`src/rtl/pipe_ctrl_pkg.sv`:
```
// pipe_ctrl_pkg: shared types and constants for the 5-stage pipeline sequencer.
// Holds the multi-cycle unit FSM state encoding, the forward-select codes and
// the default register-number width.
package pipe_ctrl_pkg;

    localparam int REG_AW = 5;

    typedef enum logic [1:0] {
        MC_IDLE = 2'd0,
        MC_BUSY = 2'd1,
        MC_DONE = 2'd2
    } mc_state_t;

    // Operand source selects: register file, or bypass from EX / MEM / WB.
    localparam logic [1:0] FWD_RF  = 2'd0;
    localparam logic [1:0] FWD_EX  = 2'd1;
    localparam logic [1:0] FWD_MEM = 2'd2;
    localparam logic [1:0] FWD_WB  = 2'd3;

endpackage

```
`src/rtl/pipe_mc_seq.sv`:
```
// pipe_mc_seq: handshake sequencer for the EX-stage multi-cycle unit (mul/div).
// Issues a start pulse when a valid multi-cycle op first sits in EX, waits for
// the unit's done pulse, then lets EX drain once MEM accepts. A flush aborts
// from any state and cancels the unit only if it was actually working.
module pipe_mc_seq
    import pipe_ctrl_pkg::*;
(
    input  logic clk,
    input  logic resetn,
    input  logic flush,
    input  logic es_valid,
    input  logic es_mc_op,
    input  logic mc_done,
    input  logic ms_allowin,
    output logic es_ready_go,
    output logic mc_start,
    output logic mc_cancel
);

    mc_state_t state_r;
    mc_state_t state_s;

    // FSM state register; reset puts the sequencer back to idle without a cancel.
    always_ff @(posedge clk or posedge resetn) begin
        if (resetn) begin
            state_r <= MC_IDLE;
        end else begin
            state_r <= state_s;
        end
    end

    // Next-state and pulse generation; a done pulse outside BUSY is ignored.
    always_comb begin
        state_s   = state_r;
        mc_start  = 1'b0;
        mc_cancel = 1'b0;
        if (flush) begin
            // The EX op is being killed: never start the unit on it, and abort a
            // computation that is still running.
            state_s   = MC_IDLE;
            mc_cancel = (state_r == MC_BUSY);
        end else begin
            case (state_r)
                MC_IDLE: begin
                    if (es_valid & es_mc_op) begin
                        state_s  = MC_BUSY;
                        mc_start = 1'b1;
                    end else begin
                        state_s = MC_IDLE;
                    end
                end
                MC_BUSY: begin
                    if (mc_done) begin
                        state_s = MC_DONE;
                    end else begin
                        state_s = MC_BUSY;
                    end
                end
                MC_DONE: begin
                    if (ms_allowin) begin
                        state_s = MC_IDLE;
                    end else begin
                        state_s = MC_DONE;
                    end
                end
                default: begin
                    state_s = MC_IDLE;
                end
            endcase
        end
    end

    // Single-cycle ops never hold EX; multi-cycle ops hold it until the result is in.
    assign es_ready_go = ~es_mc_op | (state_r == MC_DONE);

endmodule

```
`src/rtl/pipe_ctrl.sv`:
```
// pipe_ctrl: central sequencer for the IF/ID/EX/MEM/WB pipeline.
// Owns the per-stage valid bits, derives the allowin / load-enable handshakes
// for every inter-stage register, detects RAW hazards for the ID sources and
// sequences the EX multi-cycle unit through pipe_mc_seq.
// Build option: define PIPE_CTRL_FORWARD_EN to enable operand bypassing; then
// only a load in EX stalls a dependent ID instruction. Without it, ID waits
// until the producer has left WB (the register file has no write-through) and
// the forward selects are tied to the register file.
module pipe_ctrl #(
    parameter int REG_AW = pipe_ctrl_pkg::REG_AW,
    parameter int FWD_W  = 2
)(
    input  logic              clk,
    input  logic              resetn,
    input  logic              fs_valid,
    input  logic              flush,
    input  logic [REG_AW-1:0] ds_rs,
    input  logic [REG_AW-1:0] ds_rt,
    input  logic              ds_rs_used,
    input  logic              ds_rt_used,
    input  logic [REG_AW-1:0] es_dest,
    input  logic [REG_AW-1:0] ms_dest,
    input  logic [REG_AW-1:0] ws_dest,
    input  logic              es_we,
    input  logic              ms_we,
    input  logic              ws_we,
    input  logic              es_is_load,
    input  logic              es_mc_op,
    input  logic              mc_done,
    output logic              fs_allowin,
    output logic              ds_load,
    output logic              es_load,
    output logic              ms_load,
    output logic              ws_load,
    output logic              ds_valid_o,
    output logic              es_valid_o,
    output logic              ms_valid_o,
    output logic              ws_valid_o,
    output logic              mc_start,
    output logic              mc_cancel,
    output logic [FWD_W-1:0]  fwd_a_sel,
    output logic [FWD_W-1:0]  fwd_b_sel
);

    import pipe_ctrl_pkg::*;

    logic ds_valid_r;
    logic es_valid_r;
    logic ms_valid_r;
    logic ws_valid_r;

    logic ws_allowin_s;
    logic ms_allowin_s;
    logic es_allowin_s;
    logic ds_allowin_s;
    logic ds_ready_go_s;
    logic es_ready_go_s;
    logic hazard_s;

    logic rs_ex_s;
    logic rs_ms_s;
    logic rs_ws_s;
    logic rt_ex_s;
    logic rt_ms_s;
    logic rt_ws_s;

    // A source depends on a stage when that stage holds a live write to the
    // same register; r0 is hard-wired and never creates a dependency.
    function automatic logic src_hit(
        input logic [REG_AW-1:0] src,
        input logic              used,
        input logic [REG_AW-1:0] dest,
        input logic              vld,
        input logic              we
    );
        return vld & we & used & (dest == src) & (src != {REG_AW{1'b0}});
    endfunction

    assign rs_ex_s = src_hit(ds_rs, ds_rs_used, es_dest, es_valid_r, es_we);
    assign rs_ms_s = src_hit(ds_rs, ds_rs_used, ms_dest, ms_valid_r, ms_we);
    assign rs_ws_s = src_hit(ds_rs, ds_rs_used, ws_dest, ws_valid_r, ws_we);
    assign rt_ex_s = src_hit(ds_rt, ds_rt_used, es_dest, es_valid_r, es_we);
    assign rt_ms_s = src_hit(ds_rt, ds_rt_used, ms_dest, ms_valid_r, ms_we);
    assign rt_ws_s = src_hit(ds_rt, ds_rt_used, ws_dest, ws_valid_r, ws_we);

`ifdef PIPE_CTRL_FORWARD_EN
    // Only a load in EX has no value to bypass yet.
    assign hazard_s = (rs_ex_s | rt_ex_s) & es_is_load;

    // Bypass selection, youngest producer first (EX, then MEM, then WB).
    always_comb begin
        fwd_a_sel = FWD_W'(FWD_RF);
        fwd_b_sel = FWD_W'(FWD_RF);
        if (rs_ex_s) begin
            fwd_a_sel = FWD_W'(FWD_EX);
        end else if (rs_ms_s) begin
            fwd_a_sel = FWD_W'(FWD_MEM);
        end else if (rs_ws_s) begin
            fwd_a_sel = FWD_W'(FWD_WB);
        end else begin
            fwd_a_sel = FWD_W'(FWD_RF);
        end
        if (rt_ex_s) begin
            fwd_b_sel = FWD_W'(FWD_EX);
        end else if (rt_ms_s) begin
            fwd_b_sel = FWD_W'(FWD_MEM);
        end else if (rt_ws_s) begin
            fwd_b_sel = FWD_W'(FWD_WB);
        end else begin
            fwd_b_sel = FWD_W'(FWD_RF);
        end
    end
`else
    logic unused_s;

    // Without bypassing, any in-flight producer blocks ID; load-ness is irrelevant.
    assign hazard_s  = rs_ex_s | rt_ex_s | rs_ms_s | rt_ms_s | rs_ws_s | rt_ws_s;
    assign unused_s  = es_is_load;
    assign fwd_a_sel = FWD_W'(FWD_RF);
    assign fwd_b_sel = FWD_W'(FWD_RF);
`endif

    assign ds_ready_go_s = ~hazard_s;

    // Backpressure chain, WB always accepts.
    assign ws_allowin_s = 1'b1;
    assign ms_allowin_s = ~ms_valid_r | ws_allowin_s;
    assign es_allowin_s = ~es_valid_r | (es_ready_go_s & ms_allowin_s);
    assign ds_allowin_s = ~ds_valid_r | (ds_ready_go_s & es_allowin_s);
    assign fs_allowin   = ds_allowin_s;

    assign ds_load = ds_allowin_s & fs_valid;
    assign es_load = es_allowin_s & ds_valid_r & ds_ready_go_s;
    assign ms_load = ms_allowin_s & es_valid_r & es_ready_go_s;
    assign ws_load = ms_valid_r;

    // Stage valid bits; flush kills ID and EX only, MEM/WB keep retiring.
    always_ff @(posedge clk or posedge resetn) begin
        if (resetn) begin
            ds_valid_r <= 1'b0;
            es_valid_r <= 1'b0;
            ms_valid_r <= 1'b0;
            ws_valid_r <= 1'b0;
        end else begin
            if (flush) begin
                ds_valid_r <= 1'b0;
            end else if (ds_allowin_s) begin
                ds_valid_r <= fs_valid;
            end else begin
                ds_valid_r <= ds_valid_r;
            end
            if (flush) begin
                es_valid_r <= 1'b0;
            end else if (es_allowin_s) begin
                es_valid_r <= ds_valid_r & ds_ready_go_s;
            end else begin
                es_valid_r <= es_valid_r;
            end
            if (ms_allowin_s) begin
                ms_valid_r <= es_valid_r & es_ready_go_s;
            end else begin
                ms_valid_r <= ms_valid_r;
            end
            ws_valid_r <= ms_valid_r;
        end
    end

    assign ds_valid_o = ds_valid_r;
    assign es_valid_o = es_valid_r;
    assign ms_valid_o = ms_valid_r;
    assign ws_valid_o = ws_valid_r;

    pipe_mc_seq u_mc_seq (
        .clk         (clk),
        .resetn      (resetn),
        .flush       (flush),
        .es_valid    (es_valid_r),
        .es_mc_op    (es_mc_op),
        .mc_done     (mc_done),
        .ms_allowin  (ms_allowin_s),
        .es_ready_go (es_ready_go_s),
        .mc_start    (mc_start),
        .mc_cancel   (mc_cancel)
    );

endmodule

```
`config.mk`:
```
export PLATFORM = sky130hd
export DESIGN_NAME = pipe_ctrl
export DESIGN_NICKNAME = d
export VERILOG_FILES = /design/src/rtl/pipe_ctrl_pkg.sv /design/src/rtl/pipe_mc_seq.sv /design/src/rtl/pipe_ctrl.sv
export SDC_FILE = /design/constraint.sdc
export NUM_CORES = 1
export LEC_CHECK = 0
export BUFFER_PORTS_ARGS = -buffer_cell sky130_fd_sc_hd__buf_2
export CORE_AREA = 2 2 42 53
export DETAILED_ROUTE_END_ITERATION = 12
export DIE_AREA = 0 0 44 55
export GPL_TIMING_DRIVEN = 1
export PLACE_DENSITY = 0.81
export SYNTH_ARGS = -nofsm -noshare
export SYNTH_HDL_FRONTEND = slang
export SYNTH_SLANG_ARGS = --single-unit
```
`constraint.sdc`:
```
create_clock -name clk -period 1.65 [get_ports clk]
set_clock_uncertainty 0.15 [all_clocks]
set_input_delay 0.165 -clock clk [delete_from_list [all_inputs] [get_ports clk]]
set_output_delay 0.165 -clock clk [all_outputs]
set_load 0.05 [all_outputs]
```
### Word-level counts from Yosys, hierarchy flattened

Cells that the tools add are included.

* bits in registers: 6
* output and inout port bits: 15
* logic and storage cells: 70

* eq/ne operators: 8
* muxes and demuxes: 12
* bitwise logic cells: 40
* reduce and logical (&&, ||, !) cells: 5

Operators with widths (number)
* $eq 5x5->1: 6
* $and 1x1->1: 28
* $reduce_bool 5->1: 2
* $mux 1: 9
* $or 1x1->1: 8
* $mux 2: 2
* $not 1->1: 4
* $pmux 2 s2: 1
* $reduce_bool 2->1: 2
* $eq 2x1->1 const B: 1
* $eq 2x2->1 const B: 1
* $logic_not 2->1: 1

### Depth between registers and ports, before layout

* depth in word-level cells: 14
* depth in mapped cells: 5
* depth with buffers taken out: 5

### Cells and area by module

From an unflattened synthesis, not the netlist that was laid out.

* cells, all modules: 88
* area, all modules: 733.2 um^2

By module, submodules not included
* pipe_ctrl: times used 1, cells each 75, area each 613.1 um^2
* pipe_mc_seq: times used 1, cells each 13, area each 120.1 um^2

### Least setup slack after synthesis

Ideal clock, no wire load.

* kind: register to output
* from: register ms_valid_r (netlist: ms_valid_o)
* to: output port es_load
* arrival: 2430 ps
* setup slack: -1095 ps
* cell stages (with the launch flop): 4
* path buffers: 0
* cells stage by stage: dfrtp_1 nand4_1 a31oi_2 nor4_1

* cells in the longest elaborated chain, start to end: 10
* elaborated cells on any way between the ends: 13

Ends and longest elaborated chain
* start: declaration: line pipe_ctrl.sv:49 `logic ms_valid_r;`
* start signal: assignment: line pipe_ctrl.sv:160 `ms_valid_r <= es_valid_r & es_ready_go_s;`
* start signal: assignment: line pipe_ctrl.sv:162 `ms_valid_r <= ms_valid_r;`
* $and 1x1->1 *: line pipe_ctrl.sv:76 `return vld & we & used & (dest == src) & (src != {REG_AW{1'b0}});`
* $and 1x1->1 (3 in series): line pipe_ctrl.sv:76
* $or 1x1->1: line pipe_ctrl.sv:117 `assign hazard_s = rs_ex_s | rt_ex_s | rs_ms_s | rt_ms_s | rs_ws_s | rt_ws_s;`
* $or 1x1->1 * (3 in series): line pipe_ctrl.sv:117
* $not 1->1 *: line pipe_ctrl.sv:123 `assign ds_ready_go_s = ~hazard_s;`
* $and 1x1->1 *: line pipe_ctrl.sv:133 `assign es_load = es_allowin_s & ds_valid_r & ds_ready_go_s;`
* end: declaration: line pipe_ctrl.sv:32 `output logic es_load,`

Mark *: on every way between the ends. The rest lies on a longest branch, timed or not.

### Worst setup path after layout

* from: input port ds_rt[0]
* to: output port ds_load

* cells in the longest elaborated chain, start to end: 12
* elaborated cells on any way between the ends: 19

Ends and longest elaborated chain
* start: declaration: line pipe_ctrl.sv:18 `input logic [REG_AW-1:0] ds_rt,`
* $eq 5x5->1: line pipe_ctrl.sv:76
* $and 1x1->1 (2 in series): line pipe_ctrl.sv:76
* $or 1x1->1 (4 in series): line pipe_ctrl.sv:117
* $or 1x1->1 *: line pipe_ctrl.sv:117
* $not 1->1 *: line pipe_ctrl.sv:123
* $and 1x1->1 *: line pipe_ctrl.sv:129 `assign ds_allowin_s = ~ds_valid_r | (ds_ready_go_s & es_allowin_s);`
* $or 1x1->1 *: line pipe_ctrl.sv:129
* $and 1x1->1 *: line pipe_ctrl.sv:132 `assign ds_load = ds_allowin_s & fs_valid;`
* end: declaration: line pipe_ctrl.sv:31 `output logic ds_load,`

Marks and branches as above.

==> results.cfg <==
[status]
status = finished, violations left
violations = negative setup slack

[die]
die_h_um = 55
dieWidth_um = 44
die_area_um2 = 2420
ioPinCount = 52
rows = 18
core_area_um2 = 1940
start_util_pct = 37.5

[routing]
wirelength_um = 2440
drc = 0
firstDrtPassIters = 4
dr.first_iter.drc_count = 10
wl_per_cell_um = 13.8
ant_nets = 0
vias = 899
viasPerCell = 5.11

[critical_path]
cp-end-kind = output pin
worstSetupStartpointType = input port
cp_max_fo = 3
arrival_ps = 1690
path_class = input port to output pin
required_ps = 1330

[global_route]
antenna_found_initial = 0
track_usage_pct = 22.9
grt_pass1_vias = 913
grt_max_degree = 7
grt_pass1_wl_um = 3910
grt.overflow.total = 0

[synth]
synth_compound_area_share_pct = 15.3
avgSynthCellArea_um2 = 8.74
syn_inst = 83
ys_seq_area_share_pct = 20.7
synth_fa_ha_area_share_pct = 0
synth_area_um2 = 726
synth_mux_area_share_pct = 0
synth-xor-area-share_pct = 36.2
synth_top_family_by_area = XOR/XNOR gates
synth_area_leaders = xor2_1 (29%), dfrtp_1 (21%), xnor2_1 (7.2%)
synth_top_area_share_pct = 29.0
synth-simple-area-share_pct = 20.5
synth_cell_types = 27
yosys.area.top_type = xor2_1
synth.ff_latch_count = 6
synth_warnings = 0

[power]
p_leak_nw = 0.641
total_power_w = 0.000587
worst_ir_drop_vdd_v = 0.000278
powerDensity_nw_per_um2 = 429

[clock_tree]
cts.path.max_buffers = 2
clk_latency_ps = 240
cts_sinks = 6
cts_buffers = 3
clk_pin_slew_ps = 40
h-tree-depth = 1
cts_tree = built
cts_root_buf = clkbuf_4

[placed_design]
gp_congestion = 0.838
placed_area_um2 = 1160
detailedPlace.worstSlack_ps = -385
port_buffers = 46
hpwl_um = 1980
post-place-cells = 166

[finish]
drive_gt1_share_pct = 58.3
antenna_cells = 0
area_growth_pct = 88.3
final_cell_mix = buf_2 (38), xor2_1 (23), buf_4 (20)
fill_cells = 150
layout_commonest_cell = buf_2
final_nets = 195
finalInstanceArea_um2 = 1370
fin_cells = 176

[timing]
fin_crit_sh_pct = 121
holdWs_ps = 52.1
post-route-min-period_ps = 2000
hold_violations = 0
setup_violations = 4
fmax_mhz = 499
setup_ws_ps = -354
final_max_slew_viol_count = 0
grt_setup_unrepaired = true

[run]
maxCapViolations = 0

[min_path]
hold_class = input port to flop
## registers in the layout, indices dropped and copies added (netlist names)
signal / count
u_mc_seq.state_r: 2
ds_valid_o: 1
es_valid_o: 1
ms_valid_o: 1
ws_valid_o: 1
## synth_stat cells, drive strengths merged
master	instances
o41ai	1
o22ai	1
a21oi	1
nor4	7
o31ai	1
or4	2
nand2	2
dfrtp	6
a2111oi	1
a21boi	1
a311oi	2
nand2b	2
xor2	24
o21ai	2
and3	2
a31oi	2
xnor2	6
conb	1
nand4	6
o41a	1
buf	5
nand3	1
inv	3
nor2	3
## metal layers
metal	GRT usage, %	part of all wire (%)
met2	45.1	56
met3	4.22	6.1
met5	0	0
met1	21.9	36
met4	13.6	2.1
## path summary, 6_finish.rpt
check                                                      to  cells past startpoint  slack (ps)                  from
worst max-delay path                                  ds_load                      9        -350              ds_rt[0]
worst min-delay path                   ds_valid_o$_DFFE_PP0P_                      2          50              fs_valid
worst max register to register         ds_valid_o$_DFFE_PP0P_                      5          60  ms_valid_o$_DFF_PP0_
worst min register to register           ws_valid_o$_DFF_PP0_                      0         310  ms_valid_o$_DFF_PP0_
max in group asynchronous              ds_valid_o$_DFFE_PP0P_                      3         920                resetn
min in group asynchronous       u_mc_seq.state_r[1]$_DFF_PP0_                      3         230                resetn
## where the power goes
part	internal (W)	switching, W	leakage (nW)
combinational	0.000134	0.000165	0.548
sequential	0.000153	0.00000407	0.0792
clock	0.0000820	0.0000485	0.0138
## metrics by stage
stage	setup TNS, ps	utilization [%]
finish	-944	70.5
floorplan	-1080	-
global placement	-1320	59.9
detailed placement	-1470	59.9
global route	-1190	70.5
CTS	-955	67.2
## critical path, stage by stage
cell	delay (ps)
buf_6	90
buf_6	110
xor2_1	130
nor4_1	340
nand4_1	200
a311oi_1	290
buf_4	160
a2111oi_4	30
buf_6	160
## cell type report
cell class / instances / area [um2] / share of cell area (%)
Clock buffer: 3 / 22.5 / 1.65
Inverter: 3 / 11.3 / 0.824
Multi-Input combinational cell: 72 / 661 / 48.4
Sequential cell: 6 / 153 / 11.2
Tap cell: 20 / 25.0 / 1.83
Timing Repair Buffer: 72 / 494 / 36.2
## logic make-up (layout without fill, tap and decap cells)
logic type                count (synthesis)  count (layout)
other                                     1               4
DFF                                       6               6
and+or+nand+nor                          25              25
AOI/OAI and AO/OA                        13              13
buffers and inverters                     8              78
xor gates and xnor gates                 30              30
## timing repair
action                     CTS  global route
resized for setup           14            15
setup buffers                4             0
pin swaps                    8             4
hold buffers                 3             0
setup endpoints to repair    4             7
hold endpoints to repair     8             0
Note: power is estimated with default switching activity, not from simulation.
